==> src/rtl/core_mem_arbiter_pkg.sv <==
// Shared widths, limits and state encoding for the core memory arbiter.
package core_mem_arbiter_pkg;

  localparam int RW          = 16;
  localparam int I_SIZE      = 2 * RW;
  localparam int BUS_AW      = RW + 2;
  localparam int MAX_D_BURST = 4;
  localparam int D_CNT_W     = $clog2(MAX_D_BURST + 1);

  typedef enum logic [1:0] {
    IDLE  = 2'd0,
    F_LO  = 2'd1,
    F_HI  = 2'd2,
    D_ACC = 2'd3
  } arb_state_e;

endpackage

==> src/rtl/core_mem_arbiter_if.sv <==
// Fetch, data and external bus signals of the core memory arbiter.
interface core_mem_arbiter_if;
  import core_mem_arbiter_pkg::*;

  // instruction fetch port
  logic              i_f_req;
  logic [RW-1:0]     i_f_addr;
  logic              i_f_abort;
  logic [I_SIZE-1:0] o_f_data;
  logic              o_f_valid;

  // data port
  logic              i_d_req;
  logic              i_d_we;
  logic [RW-1:0]     i_d_addr;
  logic [RW-1:0]     i_d_wdata;
  logic [RW-1:0]     o_d_rdata;
  logic              o_d_ack;

  // external 16-bit memory bus
  logic              o_bus_req;
  logic              o_bus_we;
  logic [BUS_AW-1:0] o_bus_addr;
  logic [RW-1:0]     o_bus_wdata;
  logic [RW-1:0]     i_bus_rdata;
  logic              i_bus_ack;

  // arbiter view
  modport slave (
    input  i_f_req, i_f_addr, i_f_abort,
    output o_f_data, o_f_valid,
    input  i_d_req, i_d_we, i_d_addr, i_d_wdata,
    output o_d_rdata, o_d_ack,
    output o_bus_req, o_bus_we, o_bus_addr, o_bus_wdata,
    input  i_bus_rdata, i_bus_ack
  );

  // core + memory environment view
  modport master (
    output i_f_req, i_f_addr, i_f_abort,
    input  o_f_data, o_f_valid,
    output i_d_req, i_d_we, i_d_addr, i_d_wdata,
    input  o_d_rdata, o_d_ack,
    input  o_bus_req, o_bus_we, o_bus_addr, o_bus_wdata,
    output i_bus_rdata, i_bus_ack
  );

endinterface

==> src/rtl/core_mem_arbiter.sv <==
// Shares one 16-bit memory bus between a two-beat instruction fetch port and a
// single-beat data port; data has priority, bounded by a starvation limit.
module core_mem_arbiter
  import core_mem_arbiter_pkg::*;
(
  input  logic i_clk,
  input  logic i_rst,
  core_mem_arbiter_if.slave bus
);

  localparam logic [D_CNT_W-1:0] D_BURST_LIMIT = D_CNT_W'(MAX_D_BURST);

  arb_state_e         state_reg;
  logic [D_CNT_W-1:0] d_burst_cnt_reg;
  logic               abort_flag_reg;
  logic [RW-1:0]      lo_reg;
  logic [RW-1:0]      f_addr_reg;

  logic f_want;
  logic d_grant;
  logic f_grant;

  // Arbitration only happens in IDLE; an aborted fetch request is not eligible.
  always_comb begin
    f_want  = bus.i_f_req & ~bus.i_f_abort;
    d_grant = 1'b0;
    f_grant = 1'b0;
    if (state_reg == IDLE) begin
      if (bus.i_d_req && !(f_want && (d_burst_cnt_reg >= D_BURST_LIMIT))) begin
        d_grant = 1'b1;
      end else if (f_want) begin
        f_grant = 1'b1;
      end
    end
  end

  always_ff @(posedge i_clk) begin
    if (i_rst) begin
      state_reg       <= IDLE;
      d_burst_cnt_reg <= '0;
      abort_flag_reg  <= 1'b0;
      lo_reg          <= '0;
      f_addr_reg      <= '0;
    end else begin
      case (state_reg)
        IDLE: begin
          if (d_grant) begin
            state_reg <= D_ACC;
          end else if (f_grant) begin
            state_reg  <= F_LO;
            f_addr_reg <= bus.i_f_addr;
          end
        end
        F_LO: begin
          if (bus.i_bus_ack) begin
            state_reg <= F_HI;
            lo_reg    <= bus.i_bus_rdata;
          end
        end
        F_HI: begin
          if (bus.i_bus_ack) begin
            state_reg <= IDLE;
          end
        end
        D_ACC: begin
          if (bus.i_bus_ack) begin
            state_reg <= IDLE;
          end
        end
        default: state_reg <= IDLE;
      endcase

      // Counts data grants that overtook a waiting fetch.
      if (!bus.i_f_req || f_grant) begin
        d_burst_cnt_reg <= '0;
      end else if (d_grant && (d_burst_cnt_reg < D_BURST_LIMIT)) begin
        d_burst_cnt_reg <= d_burst_cnt_reg + D_CNT_W'(1);
      end

      // A flushed fetch still runs both beats; only its result is dropped.
      if ((state_reg == F_HI || state_reg == D_ACC) && bus.i_bus_ack) begin
        abort_flag_reg <= 1'b0;
      end else if ((state_reg == F_LO || state_reg == F_HI) && bus.i_f_abort) begin
        abort_flag_reg <= 1'b1;
      end
    end
  end

  always_comb begin
    bus.o_bus_req   = (state_reg != IDLE);
    bus.o_bus_we    = 1'b0;
    bus.o_bus_addr  = '0;
    bus.o_bus_wdata = '0;
    bus.o_d_ack     = 1'b0;
    bus.o_d_rdata   = '0;
    bus.o_f_valid   = 1'b0;
    bus.o_f_data    = '0;
    case (state_reg)
      D_ACC: begin
        bus.o_bus_addr  = {2'b00, bus.i_d_addr};
        bus.o_bus_we    = bus.i_d_we;
        bus.o_bus_wdata = bus.i_d_wdata;
        if (bus.i_bus_ack) begin
          bus.o_d_ack   = 1'b1;
          bus.o_d_rdata = bus.i_bus_rdata;
        end
      end
      F_LO: begin
        bus.o_bus_addr = {1'b1, f_addr_reg, 1'b0};
      end
      F_HI: begin
        bus.o_bus_addr = {1'b1, f_addr_reg, 1'b1};
        if (bus.i_bus_ack) begin
          bus.o_f_valid = ~abort_flag_reg & ~bus.i_f_abort;
          bus.o_f_data  = {bus.i_bus_rdata, lo_reg};
        end
      end
      default: ;
    endcase
  end

endmodule

==> src/flat_wrapper.sv <==
// flat-port wrapper written by rule: the top's interface ports become plain ports
module core_mem_arbiter_flat import core_mem_arbiter_pkg::*;
  (i_clk, i_rst, bus_i_f_req, bus_i_f_addr, bus_i_f_abort, bus_o_f_data, bus_o_f_valid, bus_i_d_req, bus_i_d_we, bus_i_d_addr, bus_i_d_wdata, bus_o_d_rdata, bus_o_d_ack, bus_o_bus_req, bus_o_bus_we, bus_o_bus_addr, bus_o_bus_wdata, bus_i_bus_rdata, bus_i_bus_ack);
  core_mem_arbiter_if bus_i ();
  input  logic i_clk;
  input  logic i_rst;
  input wire logic [$bits(bus_i.i_f_req)-1:0] bus_i_f_req;
  input wire logic [$bits(bus_i.i_f_addr)-1:0] bus_i_f_addr;
  input wire logic [$bits(bus_i.i_f_abort)-1:0] bus_i_f_abort;
  output wire logic [$bits(bus_i.o_f_data)-1:0] bus_o_f_data;
  output wire logic [$bits(bus_i.o_f_valid)-1:0] bus_o_f_valid;
  input wire logic [$bits(bus_i.i_d_req)-1:0] bus_i_d_req;
  input wire logic [$bits(bus_i.i_d_we)-1:0] bus_i_d_we;
  input wire logic [$bits(bus_i.i_d_addr)-1:0] bus_i_d_addr;
  input wire logic [$bits(bus_i.i_d_wdata)-1:0] bus_i_d_wdata;
  output wire logic [$bits(bus_i.o_d_rdata)-1:0] bus_o_d_rdata;
  output wire logic [$bits(bus_i.o_d_ack)-1:0] bus_o_d_ack;
  output wire logic [$bits(bus_i.o_bus_req)-1:0] bus_o_bus_req;
  output wire logic [$bits(bus_i.o_bus_we)-1:0] bus_o_bus_we;
  output wire logic [$bits(bus_i.o_bus_addr)-1:0] bus_o_bus_addr;
  output wire logic [$bits(bus_i.o_bus_wdata)-1:0] bus_o_bus_wdata;
  input wire logic [$bits(bus_i.i_bus_rdata)-1:0] bus_i_bus_rdata;
  input wire logic [$bits(bus_i.i_bus_ack)-1:0] bus_i_bus_ack;
  assign bus_i.i_f_req = bus_i_f_req;
  assign bus_i.i_f_addr = bus_i_f_addr;
  assign bus_i.i_f_abort = bus_i_f_abort;
  assign bus_o_f_data = bus_i.o_f_data;
  assign bus_o_f_valid = bus_i.o_f_valid;
  assign bus_i.i_d_req = bus_i_d_req;
  assign bus_i.i_d_we = bus_i_d_we;
  assign bus_i.i_d_addr = bus_i_d_addr;
  assign bus_i.i_d_wdata = bus_i_d_wdata;
  assign bus_o_d_rdata = bus_i.o_d_rdata;
  assign bus_o_d_ack = bus_i.o_d_ack;
  assign bus_o_bus_req = bus_i.o_bus_req;
  assign bus_o_bus_we = bus_i.o_bus_we;
  assign bus_o_bus_addr = bus_i.o_bus_addr;
  assign bus_o_bus_wdata = bus_i.o_bus_wdata;
  assign bus_i.i_bus_rdata = bus_i_bus_rdata;
  assign bus_i.i_bus_ack = bus_i_bus_ack;
  core_mem_arbiter u_core (.i_clk(i_clk), .i_rst(i_rst), .bus(bus_i));
endmodule
==> config.mk <==
export PLATFORM = sky130hd
export DESIGN_NAME = core_mem_arbiter_flat
export DESIGN_NICKNAME = d
export VERILOG_FILES = /design/src/rtl/core_mem_arbiter_pkg.sv /design/src/rtl/core_mem_arbiter_if.sv /design/src/rtl/core_mem_arbiter.sv /design/src/flat_wrapper.sv
export SDC_FILE = /design/constraint.sdc
export NUM_CORES = 1
export LEC_CHECK = 0
export BUFFER_PORTS_ARGS = -buffer_cell sky130_fd_sc_hd__buf_2
export CORE_MARGIN = 8
export CORE_UTILIZATION = 42
export DETAILED_ROUTE_END_ITERATION = 10
export GPL_TIMING_DRIVEN = 1
export PLACE_DENSITY = 0.81
export SLEW_MARGIN = 10
export SYNTH_ARGS = -nofsm -noshare
export SYNTH_HDL_FRONTEND = slang
export SYNTH_SLANG_ARGS = --single-unit
==> constraint.sdc <==
create_clock -name i_clk -period 2.16 [get_ports i_clk]
set_clock_uncertainty 0.15 [all_clocks]
set_input_delay 0.216 -clock i_clk [delete_from_list [all_inputs] [get_ports i_clk]]
set_output_delay 0.216 -clock i_clk [all_outputs]
set_load 0.02 [all_outputs]
; Word level (Yosys, flattened, before mapping)
; Index checks and enable logic that the tools add are counted.
[word_totals]
regBits = 38
latchBits = 0
mem_bits_rw = 0
romBits = 0
input_bits = 71
output_inout_bits = 86
wordCells = 58
mem_count = 0
[classes]
n_addsub = 1
multipliers = 0
div_mod_pow = 0
magnitude_cmp = 2
n_eq_ne = 6
shift = 0
n_mux = 21
bitwise_logic = 5
reduce_logical = 18
[ops]
columns = cell, n
row1 = 32-bit two-way mux, 2
row2 = 18-bit one-hot mux with 3 select lines, 1
row3 = 16-bit two-way mux, 3
row4 = 1-bit two-way mux, 10
row5 = 2-bit two-way mux, 4
row6 = 2-bit one-hot mux with 3 select lines, 1
row7 = 3-bit AND reduction, 2
row8 = 2-bit OR reduction, 3
row9 = 1-bit logical AND, 5
row10 = "2-bit equality test, second input constant", 2
row11 = "3-bit by 1-bit adder with 3-bit output, second input constant", 1
row12 = "3-bit >= comparator, second input constant", 1
row13 = 1-bit logical OR, 3
row14 = "3-bit < comparator, second input constant", 1
row15 = "3-bit by 1-bit != test with 1-bit output, second input constant", 1
row16 = 1-bit inverter, 3
row17 = 1-bit bitwise AND, 2
row18 = "2-bit by 1-bit equality test with 1-bit output, second input constant", 1
row19 = 1-bit logical NOT, 2
row20 = 2-bit logical NOT, 1
row21 = "2-bit by 1-bit != test with 1-bit output, second input constant", 1
row22 = "2-bit != test, second input constant", 1
row23 = 2-bit AND reduction, 1
row24 = 2-bit nonzero test, 1

; Logic depth before layout (Yosys ltp)
; Gate-level depths: netlist of the first run.
[logic_depth]
depth_word = 10
ltp_mapped = 7
ltp_nobuf = 5

; Worst setup path before layout of the first run
; Ideal clock, no wire load.
[synth_timing]
path_kind = flip-flop to flip-flop
startpoint = reg u_core.state_reg[0]
endpoint = reg u_core.f_addr_reg[10]
setup_ns = 0.070
t_arrival_ns = 1.708
t_required_ns = 1.940
setup_slack_ns = 0.232
stages_incl_launch_ff = 8
path_buffers = 2
period_less_slack_ns = 1.928
path_cell_list = dfxtp_1 -> inv_1 -> ha_1 -> inv_1 -> clkbuf_1 -> clkbuf_1 -> o31ai_1 -> a21oi_1
[synth_via]
elab_chain_cells = 4
elab_cells_between_ends = 5
cone_classes = mux (2) / bitwise (1) / reduce/logical (2)
[synth_rtl]
columns = element, line_no
row1 = start: declaration, core_mem_arbiter.sv:13  ; arb_state_e state_reg;
row2 = start signal: assignment, core_mem_arbiter.sv:39  ; state_reg <= IDLE;
row3 = start signal: assignment, core_mem_arbiter.sv:48  ; state_reg <= D_ACC;
row4 = start signal: assignment, core_mem_arbiter.sv:50  ; state_reg <= F_LO;
row5 = 2-bit logical NOT (*), "core_mem_arbiter.sv:28, core_mem_arbiter.sv:45"
row6 = 1-bit two-way mux, core_mem_arbiter.sv:28  ; if (state_reg == IDLE) begin
row7 = 1-bit inverter (no source line), --
row8 = 3-bit AND reduction (no source line) (*), --
row9 = end signal: assignment, core_mem_arbiter.sv:51  ; f_addr_reg <= bus.i_f_addr;
row10 = end: declaration, core_mem_arbiter.sv:17  ; logic [RW-1:0] f_addr_reg;
; Mark *: on every way between the ends. The rest lies on a longest branch, timed or not.
; A chain may end at the register's enable or synchronous reset.

; Worst setup path in the final report of the first run
[layout_timing]
startpoint = reg u_core.state_reg[1]
endpoint = out bus_o_bus_addr[4]
[layout_via]
elab_chain_cells = 2
elab_cells_between_ends = 4
cone_classes = eq/ne (3) / mux (1)
[layout_rtl]
columns = element, line_no
row1 = 2-bit equality test or 2-bit by 1-bit equality test with 1-bit output (tied branches), core_mem_arbiter.sv:98  ; case (state_reg)
row2 = 18-bit one-hot mux with 3 select lines (*), core_mem_arbiter.sv:98
row3 = end: declaration, flat_wrapper.sv:20  ; output wire logic [$bits(bus_i.o_bus_addr)-1:0] bus_o_bus_addr;
; Marks and branches as above.

==> summary.md, run 1 <==
| Metric | Value |
|---|---|
| Status | `finished, final reports clean` |
| DRT iter0 DRCs | `~230` |
| Die Y | `89.4 um` |
| Final nets | `515` |
| Simple-gate share of the synthesized area | `between 30 and 40%` |
| Post-synthesis mux area share | `0.442%` |
| Initial antenna violation count | `0` |
| Period utilization | `97.9%` |
| Hold Slack | `0.0142 ns` |
| Synth async-reset ratio | `0%` |
| Vias in the first global route | `2,389` |
| Total Wirelength | `approximately 8300 um` |
| XOR/XNOR Fraction of Synth Area | `0.387%` |
| First-pass GRT wire length | `12,300 um` |
| Max clock buf depth | `2` |
| Max Freq | `473 MHz` |
| Setup-failing EPs final | `0` |
| Number of synthesis warnings | `0` |
| Count leader, synth | `and3_1` |
| Initial DRT Pass Iterations | `4` |
| PwrDens | `770 nW/um2` |
| Setup Total Neg Slack | `0 ns` |
| Ys flop type | `dfxtp_1` |
| Worst-skew pair later-pin latency | `~0.29 ns` |
| Critical path arrival | `1.75 ns` |
| Adder-Cell Fraction of Synth Area | `3.32%` |
| Leakage | `between 1.5 and 2 nW` |
| Netlist area before placement | `2260 um2` |
| Vias per cell | `around 5.3` |
| EDFF count, synth | `0` |
| Core ar. | `around 5100 um2` |
| Num ports | `157` |
| DP HPWL | `6210 um` |
| Worst Setup Start Kind | `flip-flop` |
| Max Fanout on Critical Path | `16` |
| Setup crit end kind | `output pin` |
| Die width | `89.4 um` |
| GR Overflow Total | `0` |
| H-tree depth | `2` |
| Worst-Margin Slew | `0.638 ns` |
| Starting Density | `44.0%` |
| Synth top area cells | `dfxtp_1 (34%), and3_1 (13%), a21oi_1 (7.5%), nand2_1 (6.1%), a22o_1 (5.8%)` |
| Clock period minus worst slack | `between 2 and 2.5 ns` |
| Mean post-synth cell area | `7.64 um2` |
| Via total after detailed routing | `around 2,700` |
| GPL Wtd Cong | `0.769` |
| IO Port Bufs | `156` |
| Mean routed wirelength per cell | `between 15 and 20 um` |
| Fraction of layout cells with a size suffix above 1 | `41.9%` |
| Top post-synthesis cells by count | `and3_1 (48), dfxtp_1 (38), nand2_1 (37)` |
| Max cap viols | `0` |
| Clock sink total | `38` |
| Number of cell rows | `26` |
| Synth-to-Final Area Change | `43.1%` |
| Critical path class | `flip-flop to output pin` |
| Top-area cell type share of the netlist area | `around a third` |
| Largest family of logic cells by synthesized area | `simple AND/OR/NAND/NOR gates` |
| Largest area contributor in the netlist | `dfxtp_1` |
| Post-synthesis cell type count | `29` |
| Final max-slew violation count | `0` |
| Routed Antenna Nets | `0` |
| Worst min path class | `input port to flip-flop` |
| Synthesized Nets | `373` |
| Final core utilization | `63.0%` |
| # diodes | `0` |
| DRC | `0` |
| Slew Limit Headroom | `57.5%` |
| Area fraction in compound gates after synthesis | `21.4%` |
| Synth Instances | `296` |
| Post-CTS Hold Fix Bufs | `0` |
| Worst Path Required | `1.79 ns` |
| Fillers | `470` |
| CTS clk-pin slew, worst paths | `0.08 ns` |
| CTS Buf Count | `5` |
| Largest net degree at the start of global routing | `a little over 50` |
| Seq cells post-synth | `38` |
| Crit-path slowest cell | `dfxtp_2` |
| RSZ-0062 raised after global routing | `true` |
| Max IR drop VDD | `0.538 mV` |
| Sequential area share after synthesis | `33.6%` |
| Final Hold Fails | `0` |
| Clk root buf | `clkbuf_8` |
| Critical path, cell by cell | `inv_1 -> ha_1 -> nor2_1 -> nor2_4 -> buf_12 -> a22o_1 -> buf_4` |
| DIE AREA | `7990 um2` |
| CTS tree | `built` |
| Total GRT Usage | `19.7%` |
| CP max stage delay | `0.37 ns` |
per-stage QoR:
| step | cell area (um2) | worst slack, ns | power, mW | cells |
|---|---|---|---|---|
| 2_1_floorplan | 2260 | 0.232 | 1.55 | 296 |
| 3_3_place_gp | 3080 | -0.000940 | 1.87 | 499 |
| 3_5_place_dp | 3080 | -0.139 | 1.90 | 499 |
| 5_1_grt | 3240 | -0.0294 | 2.63 | 509 |
| 6_report | 3240 | 0.0454 | 2.49 | 509 |
| 4_1_cts | 3210 | 0.0100 | 2.45 | 508 |
what timing repair did:
item	4_1_cts	5_1_grt
gates cloned	1	0
resized for setup	10	4
buffers inserted	0	1
endpoints found under the hold margin	0	0
pin swaps	0	1
setup endpoints to repair	16	17
cells by family (layout without fill, tap and decap cells):
| group | after synthesis | in the layout |
|---|---|---|
| buf+inv | 39 | 182 |
| simple gates | 139 | 139 |
| compound gates | 72 | 72 |
| xor+xnor | 1 | 1 |
| mux | 1 | 1 |
| flops | 38 | 38 |
| fa+ha+maj | 6 | 6 |
final timing paths:
kind	start	to	slack [ns]	cells past startpoint
hold reg to reg	u_core.lo_reg[0]	u_core.lo_reg[0]	0.30	2
setup / recovery	u_core.state_reg[1]	bus_o_bus_addr[4]	0.05	7
setup reg to reg	u_core.state_reg[1]	u_core.state_reg[1]	0.36	5
hold / removal	bus_i_f_addr[14]	u_core.f_addr_reg[14]	0.01	3
cell type report:
| class | instances | area, um2 | area share [%] |
|---|---|---|---|
| Sequential cell | 38 | 766 | 23.7 |
| Clock buffer | 6 | 82.6 | 2.55 |
| Multi-Input combinational cell | 219 | 1360 | 42.0 |
| Timing Repair Buffer | 170 | 915 | 28.3 |
| Inverter | 4 | 15.0 | 0.464 |
| Clock inverter | 2 | 12.5 | 0.387 |
| Tap cell | 70 | 87.6 | 2.71 |
critical path, delay by kind of cell (launching register included):
kind	cells	cell delay, ns
AO/OA/AOI/OAI	1	0.19
adder cells (fa/ha/maj)	1	0.21
buffers and inverters	3	0.41
flip-flops	1	0.37
AND/OR/NAND/NOR	2	0.28
placed cells by master, fill, tap and decap left out, types with 2 or more instances in the layout:
cell      instances
nand3b_1          2
buf_2           154
nand4_1          16
nand3_1           2
dfxtp_1          36
a21oi_1          34
buf_4            12
nand2_1          37
clkbuf_8          6
nand2b_1          2
inv_1             4
nor2_1            3
o31ai_1          16
a22o_1           15
and3_1           48
nor2b_1           3
nor3_1            3
and2_1           20
ha_1              5
buf_6             3
routing by layer:
layer / part of all wire (%) / routed length, um / GRT usage, % / up-vias
met5: 0 / 0 / 0 / -
met4: 0.96 / 80 / 6.80 / 0
li1: - / - / - / 1347
met3: 8.0 / 672 / 3.68 / 5
met1: 38 / 3150 / 22.9 / 1239
met2: 53 / 4450 / 34.9 / 100
power by group:
part           switching [mW]  leakage (nW)  internal [mW]  total, mW
Sequential             0.0534         0.309          0.789      0.843
Clock                   0.259        0.0472          0.257      0.515
Combinational           0.724          1.43          0.411       1.14
Power figures use the tool's default switching activity.
==> run 2, diff against run 1 <==
--- a/config.mk
+++ b/config.mk
@@ -6,11 +6,12 @@
 export NUM_CORES = 1
 export LEC_CHECK = 0
 export BUFFER_PORTS_ARGS = -buffer_cell sky130_fd_sc_hd__buf_2
+export CAP_MARGIN = 20
 export CORE_MARGIN = 8
-export CORE_UTILIZATION = 42
+export CORE_UTILIZATION = 40
 export DETAILED_ROUTE_END_ITERATION = 10
 export GPL_TIMING_DRIVEN = 1
-export PLACE_DENSITY = 0.81
+export PLACE_DENSITY = 0.78
 export SLEW_MARGIN = 10
 export SYNTH_ARGS = -nofsm -noshare
 export SYNTH_HDL_FRONTEND = slang
==> run 2 against run 1 <==
  * Design area shrank 0.70%
  * Setup slack worse by 0.0017 ns
  * Register-to-register slack got worse by 0.04 ns
  * Maximum frequency is essentially flat
  * Count of clock-buffer cells in the layout down 1
  * Critical path type unchanged
  * Critical endpoint is now bus_o_bus_addr[7]
  * Largest power group unchanged
==> summary.md, run 2 (synthesis gave the netlist of run 1 again) <==
| Metric | Value |
|---|---|
| Die width | `91.2 um (was 89.4 um)` |
| Total GRT Usage | `18.5% (was 19.7%)` |
| Final max-slew violation count | `0 (unchanged)` |
| Crit-path slowest cell | `dfxtp_2 (unchanged)` |
| Setup crit end kind | `output pin (unchanged)` |
| Final worst slack | `0.0437 ns (was 0.0454 ns)` |
| DIE AREA | `8320 um2 (was 7990 um2)` |
| Number of cell rows | `27 (was 26)` |
| Worst Setup Start Kind | `flip-flop (unchanged)` |
| CP max stage delay | `0.37 ns (about the same)` |
| Fin cells | `510 (was 509)` |
| CTS Buf Count | `5 (unchanged)` |
| First-pass GRT wire length | `13,100 um (was 12,300 um)` |
| Core ar. | `5470 um2 (was 5140 um2)` |
| Slew Limit Headroom | `55.8% (was 57.5%)` |
| Max Fanout on Critical Path | `16 (unchanged)` |
| Pwr Total | `2.43 mW (was 2.49 mW)` |
| Place WS | `-0.100 ns (was -0.139 ns)` |
| Synth-to-Final Area Change | `42.1% (was 43.1%)` |
| GR Overflow Total | `0 (unchanged)` |
| Worst-Margin Slew | `0.664 ns (was 0.638 ns)` |
| Critical path class | `flip-flop to output pin (unchanged)` |
| Vias in the first global route | `2,572 (was 2,389)` |
| Routed Antenna Nets | `0 (unchanged)` |
| DRT iter0 DRCs | `172 (was 234)` |
| Fillers | `553 (was 470)` |
| Register area | `766 um2 (unchanged)` |
| Setup-failing EPs final | `0 (unchanged)` |
| Leakage | `1.78 nW (about the same)` |
| Clock sink total | `38 (unchanged)` |
| Die Y | `91.2 um (was 89.4 um)` |
| Most frequent cells in the layout | `buf_2 (156), and3_1 (48), nand2_1 (37), dfxtp_1 (36), a21oi_1 (34) (was buf_2 (154), and3_1 (48), nand2_1 (37), dfxtp_1 (36), a21oi_1 (34))` |
| Max IR drop VDD | `0.479 mV (was 0.538 mV)` |
| Clk root buf | `clkbuf_8 (unchanged)` |
| # diodes | `0 (unchanged)` |
| IO Port Bufs | `156 (unchanged)` |
| DP HPWL | `6140 um (was 6210 um)` |
| PwrDens | `756 nW/um2 (was 770 nW/um2)` |
| Post-CTS Hold Fix Bufs | `0 (unchanged)` |
| Status | `finished, final reports clean (unchanged)` |
| GPL Wtd Cong | `0.810 (was 0.769)` |
| Mean routed wirelength per cell | `16.2 um (was 16.4 um)` |
| Final Hold Fails | `0 (unchanged)` |
| Max clock buf depth | `2 (unchanged)` |
| Total Wirelength | `8270 um (was 8350 um)` |
| Num ports | `157 (unchanged)` |
| Max Freq | `473 MHz (about the same)` |
| Vias per cell | `5.30 (was 5.29)` |
| Critical path, cell by cell | `inv_1 -> ha_1 -> nor2_1 -> nor2_4 -> buf_12 -> a22o_1 -> buf_2 (was inv_1 -> ha_1 -> nor2_1 -> nor2_4 -> buf_12 -> a22o_1 -> buf_4)` |
| Clock period minus worst slack | `2.12 ns (was 2.11 ns)` |
| DRC | `0 (unchanged)` |
| Final nets | `515 (unchanged)` |
| Critical path arrival | `1.75 ns (about the same)` |
| Initial antenna violation count | `0 (unchanged)` |
| CTS clk-pin slew, worst paths | `0.08 ns (about the same)` |
| CTS tree | `built (unchanged)` |
| Largest net degree at the start of global routing | `52 (was 51)` |
| Worst Path Required | `1.79 ns (about the same)` |
| Hold Slack | `0.0273 ns (was 0.0142 ns)` |
| Worst-skew pair later-pin latency | `0.28 ns (was 0.29 ns)` |
| Setup Total Neg Slack | `0 ns (unchanged)` |
| Max cap viols | `0 (unchanged)` |
| Dpl cells | `501 (was 499)` |
| Commonest non-fill, non-tap cell in the layout | `buf_2 (unchanged)` |
| Starting Density | `41.3% (was 44.0%)` |
| H-tree depth | `2 (unchanged)` |
| Via total after detailed routing | `2,705 (was 2,691)` |
| Fraction of layout cells with a size suffix above 1 | `41.8% (was 41.9%)` |
| Worst R2R Setup Slack | `0.32 ns (was 0.36 ns)` |
| Period utilization | `98.0% (was 97.9%)` |
| Worst min path class | `input port to flip-flop (unchanged)` |
| Initial DRT Pass Iterations | `4 (unchanged)` |
| Multi-input logic area | `1360 um2 (unchanged)` |
[run 2: cell count changes in the layout (fill, tap and decap cells not counted), sizes merged]
cell and change:
clkbuf -1, clkinv +1, clkinvlp -1
[run 2: metrics by stage]
step	cell area [um2]	utilization, %
after floorplan	2260	-
after global placement	3080	56.2
after detailed placement	3080	56.2
after CTS	3180	58.1
after global routing	3210	58.7
final	3210	58.7
[run 2: what timing repair did]
action,in CTS,in global routing
resized for setup,7,4
gates cloned,1,0
setup endpoints to repair,16,15
pin swaps,0,1
buffers inserted,0,1
[run 2: where the power goes]
group,switching (mW),internal (mW)
clock,0.239,0.217
sequential,0.0571,0.790
combinational,0.722,0.407
total,1.02,1.41
[run 2: layout make-up]
type | count | area share, %
clock buffers | 5 | 2.14
clock inverters | 2 | 0.311
inverters | 4 | 0.467
multi-input cells | 219 | 42.3
flip-flops and latches | 38 | 23.8
well taps | 72 | 2.80
repair buffers | 170 | 28.2
[run 2: routing by layer]
metal / vias to the layer above / track usage (%) / share of wire, %
li1: 1343 / - / -
met1: 1266 / 20.9 / 39
met2: 90 / 33.4 / 54
met3: 6 / 5.02 / 5.4
met4: 0 / 4.23 / 0.94
met5: - / 0 / 0
[run 2: worst max-delay path, delay by kind of cell, from the launching register on]
| kind | cells | cell delay [ns] |
|---|---|---|
| buffers and inverters | 3 | 0.40 |
| DFF | 1 | 0.37 |
| AOI/OAI and AO/OA | 1 | 0.18 |
| adders and majority gates | 1 | 0.22 |
| and+or+nand+nor | 2 | 0.30 |
[run 2: worst paths after layout]
| check | startpoint | end | depth (start not counted) |
|---|---|---|---|
| worst max-delay path | u_core.state_reg[1] | bus_o_bus_addr[7] | 7 |
| worst min-delay path | bus_i_bus_rdata[1] | u_core.lo_reg[1] | 3 |
| worst max register to register | u_core.state_reg[0] | u_core.state_reg[1] | 6 |
| worst min register to register | u_core.lo_reg[1] | u_core.lo_reg[1] | 2 |
